File: config.mk
export PLATFORM = sky130hd
export DESIGN_NAME = imem_load_ctrl_flat
export DESIGN_NICKNAME = d
export VERILOG_FILES = /design/src/rtl/imem_pkg.sv /design/src/rtl/imem_load_ctrl_if.sv /design/src/rtl/imem_load_ctrl.sv /design/src/flat_wrapper.sv
export SDC_FILE = /design/constraint.sdc
export NUM_CORES = 1
export LEC_CHECK = 0
export CORE_ASPECT_RATIO = 2
export CORE_MARGIN = 2
export CORE_UTILIZATION = 26
export CTS_CLUSTER_DIAMETER = 40
export DETAILED_ROUTE_END_ITERATION = 10
export PLACE_DENSITY_LB_ADDON = 0.15
export SETUP_SLACK_MARGIN = 0.02
export SYNTH_ARGS = -nofsm -noshare
export SYNTH_HDL_FRONTEND = slang
export SYNTH_SLANG_ARGS = --single-unit
File: constraint.sdc
create_clock -name clk -period 3.1 [get_ports clk]
set_clock_uncertainty 0.2 [all_clocks]
set_input_delay 0.62 -clock clk [delete_from_list [all_inputs] [get_ports clk]]
set_output_delay 0.62 -clock clk [all_outputs]
set_load 0.1 [all_outputs]
File: src/rtl/imem_pkg.sv
`default_nettype none
// +----------------------------------------------------------------------------+
// | imem_pkg : shared state encoding and sizing for the instruction-memory      |
// |            load controller.                                                 |
// | Revision : 1.0                                                              |
// +----------------------------------------------------------------------------+
package imem_pkg;

  localparam int IMEM_DEPTH  = 64;
  localparam int IMEM_ADDR_W = 6;
  localparam int IMEM_DATA_W = 32;

  localparam logic [31:0] NOP_INSTR = 32'h0000_0000;

  typedef enum logic [1:0] {
    CLEAR = 2'd0,
    LOAD  = 2'd1,
    RUN   = 2'd2
  } state_e;

endpackage
`default_nettype wire

File: src/rtl/imem_load_ctrl_if.sv
`default_nettype none
// +----------------------------------------------------------------------------+
// | imem_load_ctrl_if : loader stream, CPU fetch and memory-port bundle.        |
// | Revision : 1.0                                                              |
// +----------------------------------------------------------------------------+
interface imem_load_ctrl_if #(
  parameter int ADDR_W = imem_pkg::IMEM_ADDR_W,
  parameter int DATA_W = imem_pkg::IMEM_DATA_W
);

  logic              ld_valid;
  logic              ld_ready;
  logic [DATA_W-1:0] ld_data;
  logic              ld_last;

  logic [31:0]       cpu_addr;
  logic [DATA_W-1:0] cpu_instr;
  logic              cpu_stall;

  logic              mem_we;
  logic [ADDR_W-1:0] mem_waddr;
  logic [DATA_W-1:0] mem_wdata;
  logic [ADDR_W-1:0] mem_raddr;
  logic [DATA_W-1:0] mem_rdata;

  modport master (
    input  ld_valid, ld_data, ld_last, cpu_addr, mem_rdata,
    output ld_ready, cpu_instr, cpu_stall, mem_we, mem_waddr, mem_wdata, mem_raddr
  );

  modport slave (
    output ld_valid, ld_data, ld_last, cpu_addr, mem_rdata,
    input  ld_ready, cpu_instr, cpu_stall, mem_we, mem_waddr, mem_wdata, mem_raddr
  );

endinterface
`default_nettype wire

File: src/rtl/imem_load_ctrl.sv
`default_nettype none
// +----------------------------------------------------------------------------+
// | imem_load_ctrl : zero-fills the instruction memory, loads a program from a  |
// |                  valid/ready stream, then releases CPU fetch.               |
// | Option   : IMEM_FETCH_CHECK_EN adds the sticky fetch_err output.            |
// | Revision : 1.0                                                              |
// +----------------------------------------------------------------------------+
module imem_load_ctrl
  import imem_pkg::*;
#(
  parameter int DEPTH  = IMEM_DEPTH,
  parameter int ADDR_W = IMEM_ADDR_W,
  parameter int DATA_W = IMEM_DATA_W
) (
  input  wire logic        clk,
  input  wire logic        rst_n,
  input  wire logic        reload,
  imem_load_ctrl_if.master bus,
`ifdef IMEM_FETCH_CHECK_EN
  output logic             fetch_err,
`endif
  output logic [ADDR_W:0]  load_cnt
);

  localparam logic [ADDR_W-1:0] C_PTR_LAST = ADDR_W'(DEPTH - 1);

  state_e            state_q, state_d;
  logic [ADDR_W-1:0] ptr_q, ptr_d;
  logic [ADDR_W:0]   cnt_q, cnt_d;
  logic              w_hs;

  always_ff @(posedge clk or negedge rst_n) begin
    if (!rst_n) begin
      state_q <= CLEAR;
      ptr_q   <= '0;
      cnt_q   <= '0;
    end else begin
      state_q <= state_d;
      ptr_q   <= ptr_d;
      cnt_q   <= cnt_d;
    end
  end

  always_comb begin
    state_d       = state_q;
    ptr_d         = ptr_q;
    cnt_d         = cnt_q;
    w_hs          = 1'b0;
    bus.ld_ready  = 1'b0;
    bus.cpu_stall = 1'b1;
    bus.mem_we    = 1'b0;
    bus.mem_waddr = ptr_q;
    bus.mem_wdata = '0;
    case (state_q)
      CLEAR: begin
        // No zero-fill write may escape while reset is still held.
        bus.mem_we = rst_n;
        ptr_d      = ptr_q + ADDR_W'(1);
        if (ptr_q == C_PTR_LAST) begin
          state_d = LOAD;
          ptr_d   = '0;
        end
      end
      LOAD: begin
        bus.ld_ready = 1'b1;
        w_hs         = bus.ld_valid & ~reload;
        if (w_hs) begin
          bus.mem_we    = 1'b1;
          bus.mem_wdata = bus.ld_data;
          ptr_d         = ptr_q + ADDR_W'(1);
          cnt_d         = cnt_q + (ADDR_W + 1)'(1);
          if (bus.ld_last || (ptr_q == C_PTR_LAST)) begin
            state_d = RUN;
          end
        end
      end
      RUN: begin
        bus.cpu_stall = 1'b0;
      end
      default: begin
        state_d = CLEAR;
      end
    endcase
    if (reload) begin
      state_d = CLEAR;
      ptr_d   = '0;
      cnt_d   = '0;
    end
  end

  assign bus.mem_raddr = bus.cpu_addr[ADDR_W+1:2];
  assign load_cnt      = cnt_q;

`ifdef IMEM_FETCH_CHECK_EN
  logic w_bad_addr;
  logic fetch_err_q, fetch_err_d;

  assign w_bad_addr = (bus.cpu_addr[1:0] != 2'b00) || (bus.cpu_addr[31:2] >= 30'(DEPTH));

  always_ff @(posedge clk or negedge rst_n) begin
    if (!rst_n) begin
      fetch_err_q <= 1'b0;
    end else begin
      fetch_err_q <= fetch_err_d;
    end
  end

  always_comb begin
    fetch_err_d   = fetch_err_q | ((state_q == RUN) & w_bad_addr);
    bus.cpu_instr = DATA_W'(NOP_INSTR);
    if (reload) begin
      fetch_err_d = 1'b0;
    end
    if ((state_q == RUN) && !w_bad_addr) begin
      bus.cpu_instr = bus.mem_rdata;
    end
  end

  assign fetch_err = fetch_err_q;
`else
  // Address bits outside the word index are deliberately ignored (wrap).
  logic [31-ADDR_W:0] w_unused_addr;
  assign w_unused_addr = {bus.cpu_addr[31:ADDR_W+2], bus.cpu_addr[1:0]};

  always_comb begin
    bus.cpu_instr = DATA_W'(NOP_INSTR);
    if (state_q == RUN) begin
      bus.cpu_instr = bus.mem_rdata;
    end
  end
`endif

endmodule
`default_nettype wire

File: src/flat_wrapper.sv
// flat-port wrapper written by rule: the top's interface ports become plain ports
module imem_load_ctrl_flat import imem_pkg::*;
#(
  parameter int DEPTH  = IMEM_DEPTH,
  parameter int ADDR_W = IMEM_ADDR_W,
  parameter int DATA_W = IMEM_DATA_W
)
  (clk, rst_n, reload, load_cnt, bus_ld_valid, bus_ld_data, bus_ld_last, bus_cpu_addr, bus_mem_rdata, bus_ld_ready, bus_cpu_instr, bus_cpu_stall, bus_mem_we, bus_mem_waddr, bus_mem_wdata, bus_mem_raddr);
  imem_load_ctrl_if #(.ADDR_W(ADDR_W), .DATA_W(DATA_W)) bus_i ();
  input  wire logic clk;
  input  wire logic rst_n;
  input  wire logic reload;
  output logic [ADDR_W:0] load_cnt;
  input wire logic [$bits(bus_i.ld_valid)-1:0] bus_ld_valid;
  input wire logic [$bits(bus_i.ld_data)-1:0] bus_ld_data;
  input wire logic [$bits(bus_i.ld_last)-1:0] bus_ld_last;
  input wire logic [$bits(bus_i.cpu_addr)-1:0] bus_cpu_addr;
  input wire logic [$bits(bus_i.mem_rdata)-1:0] bus_mem_rdata;
  output wire logic [$bits(bus_i.ld_ready)-1:0] bus_ld_ready;
  output wire logic [$bits(bus_i.cpu_instr)-1:0] bus_cpu_instr;
  output wire logic [$bits(bus_i.cpu_stall)-1:0] bus_cpu_stall;
  output wire logic [$bits(bus_i.mem_we)-1:0] bus_mem_we;
  output wire logic [$bits(bus_i.mem_waddr)-1:0] bus_mem_waddr;
  output wire logic [$bits(bus_i.mem_wdata)-1:0] bus_mem_wdata;
  output wire logic [$bits(bus_i.mem_raddr)-1:0] bus_mem_raddr;
  assign bus_i.ld_valid = bus_ld_valid;
  assign bus_i.ld_data = bus_ld_data;
  assign bus_i.ld_last = bus_ld_last;
  assign bus_i.cpu_addr = bus_cpu_addr;
  assign bus_i.mem_rdata = bus_mem_rdata;
  assign bus_ld_ready = bus_i.ld_ready;
  assign bus_cpu_instr = bus_i.cpu_instr;
  assign bus_cpu_stall = bus_i.cpu_stall;
  assign bus_mem_we = bus_i.mem_we;
  assign bus_mem_waddr = bus_i.mem_waddr;
  assign bus_mem_wdata = bus_i.mem_wdata;
  assign bus_mem_raddr = bus_i.mem_raddr;
  imem_load_ctrl #(.DEPTH(DEPTH), .ADDR_W(ADDR_W), .DATA_W(DATA_W)) u_core (.clk(clk), .rst_n(rst_n), .reload(reload), .bus(bus_i), .load_cnt(load_cnt));
endmodule
==> results.yml <==
status:
  status: "finished clean"
floorplanning:
  die_h_um: 105
  die_area_mm2: 0.00571
  std_cell_rows: 36
  io_pins: 187
  core_area_mm2: 0.00491
  die_w_um: 54.5
  start_util_pct: 27.0
synth:
  syn_avg_cell_area_um2: 7.97
  async_reset_ff_share_pct: 100
  synth-edff-count: 0
  ys.warnings.count: 0
  synth_cell_types: 34
  syn_area_mm2: 0.00132
  ys_seq_area_share_pct: 28.4
  synth_nets: 269
  yosys.area.top_type: "dfrtp_1"
  synth_top_area_share_pct: 28.4
  synth_cells: 166
  ys_top_cells_by_area: "dfrtp_1 (28%), and3_1 (17%), and2_1 (15%), buf_4 (4.0%), xor2_1 (4.0%)"
  synth-seq-cells: 15
  ys.flop_type: "dfrtp_1"
layout:
  syn_to_final_growth_pct: 163
  n_antenna_cell: 0
  nNetsFinal: 408
  layout-drive-gt1-share_pct: 30.9
  post-route-util_pct: 70.9
global_routing:
  grt_max_degree: 34
  antenna_found_initial: 0
  grt_pass1_vias: 1754
  grt_pass1_wl_um: 7850
  grt_usage_pct: 18.0
  grt_remaining_overflow: 0
routing:
  drt_first_pass_iters: 4
  totalWireLength_um: 5110
  num_vias: 1740
  wl_per_cell_um: 14.2
  viasPerCell: 4.82
  detail-route-antenna-nets: 0
  drc: 0
  first_iter_violations: 20
timing:
  drv_slew: 0
  period_share_pct: 92.2
  hold_viol_final: 0
  max_freq_mhz: 350
  period_needed_ns: 2.86
  relSlewSlack_pct: 74.9
  worst_pin_slew_ns: 0.372
  setup_viol: 0
  layout_setup_ws_ns: 0.243
  rsz0062_at_grt: "false"
  tns_ns: 0
clocking:
  insertion_delay_ns: 0.25
  hold_buffers: 0
  cts_resized: 0
  cts_buffer_depth: 2
  h-tree-depth: 1
  cts_tree: "built"
  clk_pin_slew_worst_paths_ns: 0.06
  clock-sinks: 15
  post_cts_buffers: 0
  ctsRootBufferMaster: "clkbuf_8"
  cts-buffers-inserted: 3
setup_path:
  r2r_start: "u_core.state_q[1]"
  path_max_fanout: 22
  path_class: "in -> out"
  cp.required_ns: 2.28
  critPathCaptureType: "primary output"
  critPathLaunchType: "input port"
  rrSetupSlack_ns: 1.45
  cp_data_arrival_time_ns: 2.04
  r2r_end: "u_core.load_cnt[5]"
  r2r.worst_path.cells: 5
worst_hold_path:
  worstHoldStart: "u_core.load_cnt[6]"
  hold_depth: 2
  hold_end: "u_core.load_cnt[6]"
  hp-class: "reg -> reg"
placed_design:
  gp_congestion: 0.753
  portBuffers: 148
  dp_hpwl_um: 4370
  dp_slack_ns: 0.232
power:
  p_leak_nw: 1.61
  powerDensity_mw_per_mm2: 148
  ir_drop_mv: 0.174
job:
  cap_violations: 0
-- worst max path at each step --
stage,from,to,cells after the start
3_5_place_dp,bus_ld_valid,bus_mem_wdata[5],5
6_report,bus_ld_valid,bus_mem_wdata[5],5
3_3_place_gp,bus_ld_valid,bus_mem_wdata[7],5
4_1_cts,bus_ld_valid,bus_mem_wdata[5],5
2_1_floorplan,reload,bus_mem_we,5
5_1_grt,bus_ld_valid,bus_mem_wdata[5],5
-- final cells by class --
type	instances	area [um^2]
inverter	4	15.0
multi-input combinational	127	811
fill	386	1430
sequential	15	375
tap	57	71.3
clock buffer	4	45.0
timing repair buffer	154	2160
-- cell usage in the layout, fill, tap and decap left out, types with 2 or more instances in the layout --
cell type,synthesis,routed
ha_1,2,2
clkdlybuf4s50_1,0,68
and2_1,32,32
buf_4,7,19
inv_1,3,3
buf_12,0,67
o2111ai_1,2,2
nor2_1,12,11
and3_1,35,35
a21oi_1,3,3
dfrtp_1,15,15
or4_1,2,2
xor2_1,6,6
nand3_1,2,2
nand4_1,2,2
nand2_1,9,9
nor2b_1,3,3
mux2i_1,2,2
clkbuf_8,0,3
xnor2_1,2,2
-- logic make-up after synthesis --
logic type                 count (synthesis)  synth area share (%)
xor gates and xnor gates                   8                  5.29
AOI/OAI and AO/OA                         11                  6.43
muxes                                      2                  1.51
and+or+nand+nor                          104                  45.9
DFF                                       15                  28.4
adders and majority gates                  2                  1.89
buffers and inverters                     24                  10.6
-- flip-flops by register name, summed over array words and instances (netlist names) --
signal and flops:
u_core.bus.mem_waddr 6, u_core.state_q 2, u_core.load_cnt 7
-- power by group --
group / internal [mW] / leakage, nW / switching, mW / total [mW]
registers: 0.199 / 0.207 / 0.00528 / 0.204
clock network: 0.0911 / 0.0228 / 0.0693 / 0.160
logic: 0.0906 / 1.38 / 0.0605 / 0.151
total: 0.381 / 1.61 / 0.135 / 0.516
-- synth_stat cells, types with 2 or more instances --
master,instances
nand3_1,2
buf_4,7
mux2i_1,2
nor2_1,12
a21oi_1,3
clkbuf_1,9
or4_1,2
nand4_1,2
ha_1,2
inv_1,3
buf_6,3
dfrtp_1,15
o2111ai_1,2
nand2_1,9
and2_1,32
nor2b_1,3
xnor2_1,2
xor2_1,6
and3_1,35
-- worst max-delay path, stage by stage --
cell	delay, ns
clkdlybuf4s50_1	0.55
and3b_2	0.21
buf_4	0.22
and3_1	0.25
buf_12	0.19
-- routing by layer --
metal	global-route usage, %	share of wire [%]	vias to the layer above
met1	16.4	31	781
met3	6.43	11	13
li1	-	-	829
met2	33.7	55	117
met4	5.89	2.7	0
met5	0	0	-
-- metrics by stage --
stage	power [mW]	area, um^2	instances	hold WS [ns]
final	0.516	3480	361	0.366
after global placement	0.357	3440	357	0.330
after detailed placement	0.359	3440	357	0.363
after floorplan	0.290	1330	166	0.124
after CTS	0.518	3480	361	0.380
after global routing	0.540	3480	361	0.395
Power figures use the tool's default switching activity.
==> patch, RTL diff (same settings) <==
The package constant `IMEM_ADDR_W` goes from 6 to 7.
--- a/src/rtl/imem_pkg.sv
+++ b/src/rtl/imem_pkg.sv
@@ -9,3 +9,3 @@
   localparam int IMEM_DEPTH  = 64;
-  localparam int IMEM_ADDR_W = 6;
+  localparam int IMEM_ADDR_W = 7;
   localparam int IMEM_DATA_W = 32;
Interface: changed (resized bus_mem_raddr, bus_mem_waddr and load_cnt); port bits go from 187 to 190. No check against the original RTL was run, so the function may have changed too.
==> patch against the original RTL <==
Wire length up 9.0%. Power up 5.1%. Largest power group unchanged. Critical path depth up 1. Worst setup slack worse by 0.077 ns. Synthesized cell count up 4.8%. Final area up 2.6%. Global-route usage up 0.83 points. Sequential cell count up 2. First-iteration DRC count rose to 3.2 times the old value. Maximum frequency down 2.6%. Count of clock-buffer cells in the layout down 1. Die area up 4.5%. Utilization down 1.4 points. Synthesized area up 4.8%.
==> patch: results (changes against the original RTL) <==
Post-DP Area = 3520 µm² (+2.5%)
Status = complete, no violations
Mapped Nets = 277 (+3.0%)
GPL Wtd Cong = 0.797 (+5.8%)
Multi-input combinational area share = 24.2% (+0.89 points)
Synth top area cells = dfrtp_1 (31%), and2_1 (29%), xor2_1 (4.4%)
GRT Total Usage = 18.8% (+0.83 points)
Initial drt markers = 63 (+220%)
FFs w/ async S/R, synth = 100% (unchanged)
Clock buf count = 3 (-1)
Final Non-Filler Cells = 372 (+3.0%)
Crit path DAT = 2.11 ns (+0.07 ns)
Signal inverters = 3 (-1)
FF-to-FF path depth = 4 (-1)
Reg2reg start = u_core.state_q[0]
Fraction of area in registers = 11.9% (+1.1 points)
Slew headroom = 74.8% (-0.093 points)
Crit path max fanout = 32 (+45%)
Routed wire length = 5570 µm (+9.0%)
R2r endpoint = u_core.bus.mem_waddr[3]
Max VDD drop = 0.211 mV (+21%)
Fin nets = 418 (+2.5%)
Seq/Total Area, Yosys = 30.7% (+2.3 points)
Leak Pwr = 1.55 nW (-4.3%)
Non-clock buffer share = 60.3% (-1.9 points)
Die span in x = 55.7 µm (+2.2%)
WHS Endpoint = u_core.load_cnt[7]
Clk tree area frac = 1.30% (+0.0029 points)
Vias in the first global route = 1862 (+6.2%)
Cells after synthesis = 174 (+4.8%)
Utilization after layout = 69.5% (-1.4 points)
Post-synth cell types = 33 (-2.9%)
Max FFs per register = 8 (+1)
Share of cells above drive strength 1 = 29.6% (-1.3 points)
IO Port Bufs = 150 (+1.4%)
[patch: cell types whose count changed after synthesis, moves of 2 or more]
cell / change
and2_1: +33
and4_1: +2
dfrtp_1: +2
buf_6: -3
and3_1: -33
nand3_1: +3
nor3_1: +2
[patch: per-layer routing]
metal	vias to the layer above	track usage, %	part of all wire (%)
met5	-	0	0
met4	0	7.49	3.0
met3	13	7.09	11
met2	129	36.5	55
met1	732	16.9	31
li1	838	-	-
[patch: cell families (layout without fill, tap and decap cells)]
logic type	after synthesis	after routing	share of synthesized area (%)
AOI/OAI and AO/OA	10	10	4.60
xor gates and xnor gates	9	9	5.68
adders and majority gates	2	2	1.80
buffers and inverters	21	161	7.75
DFF	17	17	30.7
muxes	2	2	1.44
and+or+nand+nor	113	113	48.1
[patch: worst max-delay path by stage]
stage                             from           endpoint  slack, ns  cells after the start
after floorplan                 reload         bus_mem_we       0.09                      4
after global placement    bus_ld_valid  bus_mem_wdata[23]       0.21                      6
after detailed placement  bus_ld_valid  bus_mem_wdata[23]       0.17                      6
after CTS                 bus_ld_valid  bus_mem_wdata[23]       0.17                      6
after global routing      bus_ld_valid  bus_mem_wdata[23]       0.07                      6
final                     bus_ld_valid  bus_mem_wdata[23]       0.17                      6
[patch: through the flow]
step	hold slack [ns]	power [mW]	setup WS (ns)
floorplan	0.124	0.318	0.0947
global placement	0.326	0.375	0.206
detailed placement	0.345	0.378	0.167
CTS	0.364	0.546	0.172
global route	0.402	0.563	0.0702
finish	0.349	0.542	0.165
[patch: power by group through the flow]
stage                     Sequential (mW)  Clock (mW)  Combinational, mW
after detailed placement            0.235           0              0.143
after global placement              0.235           0              0.140
after floorplan                     0.258           0             0.0605
after global routing                0.232       0.179              0.152
final                               0.231       0.169              0.142
after CTS                           0.231       0.173              0.143
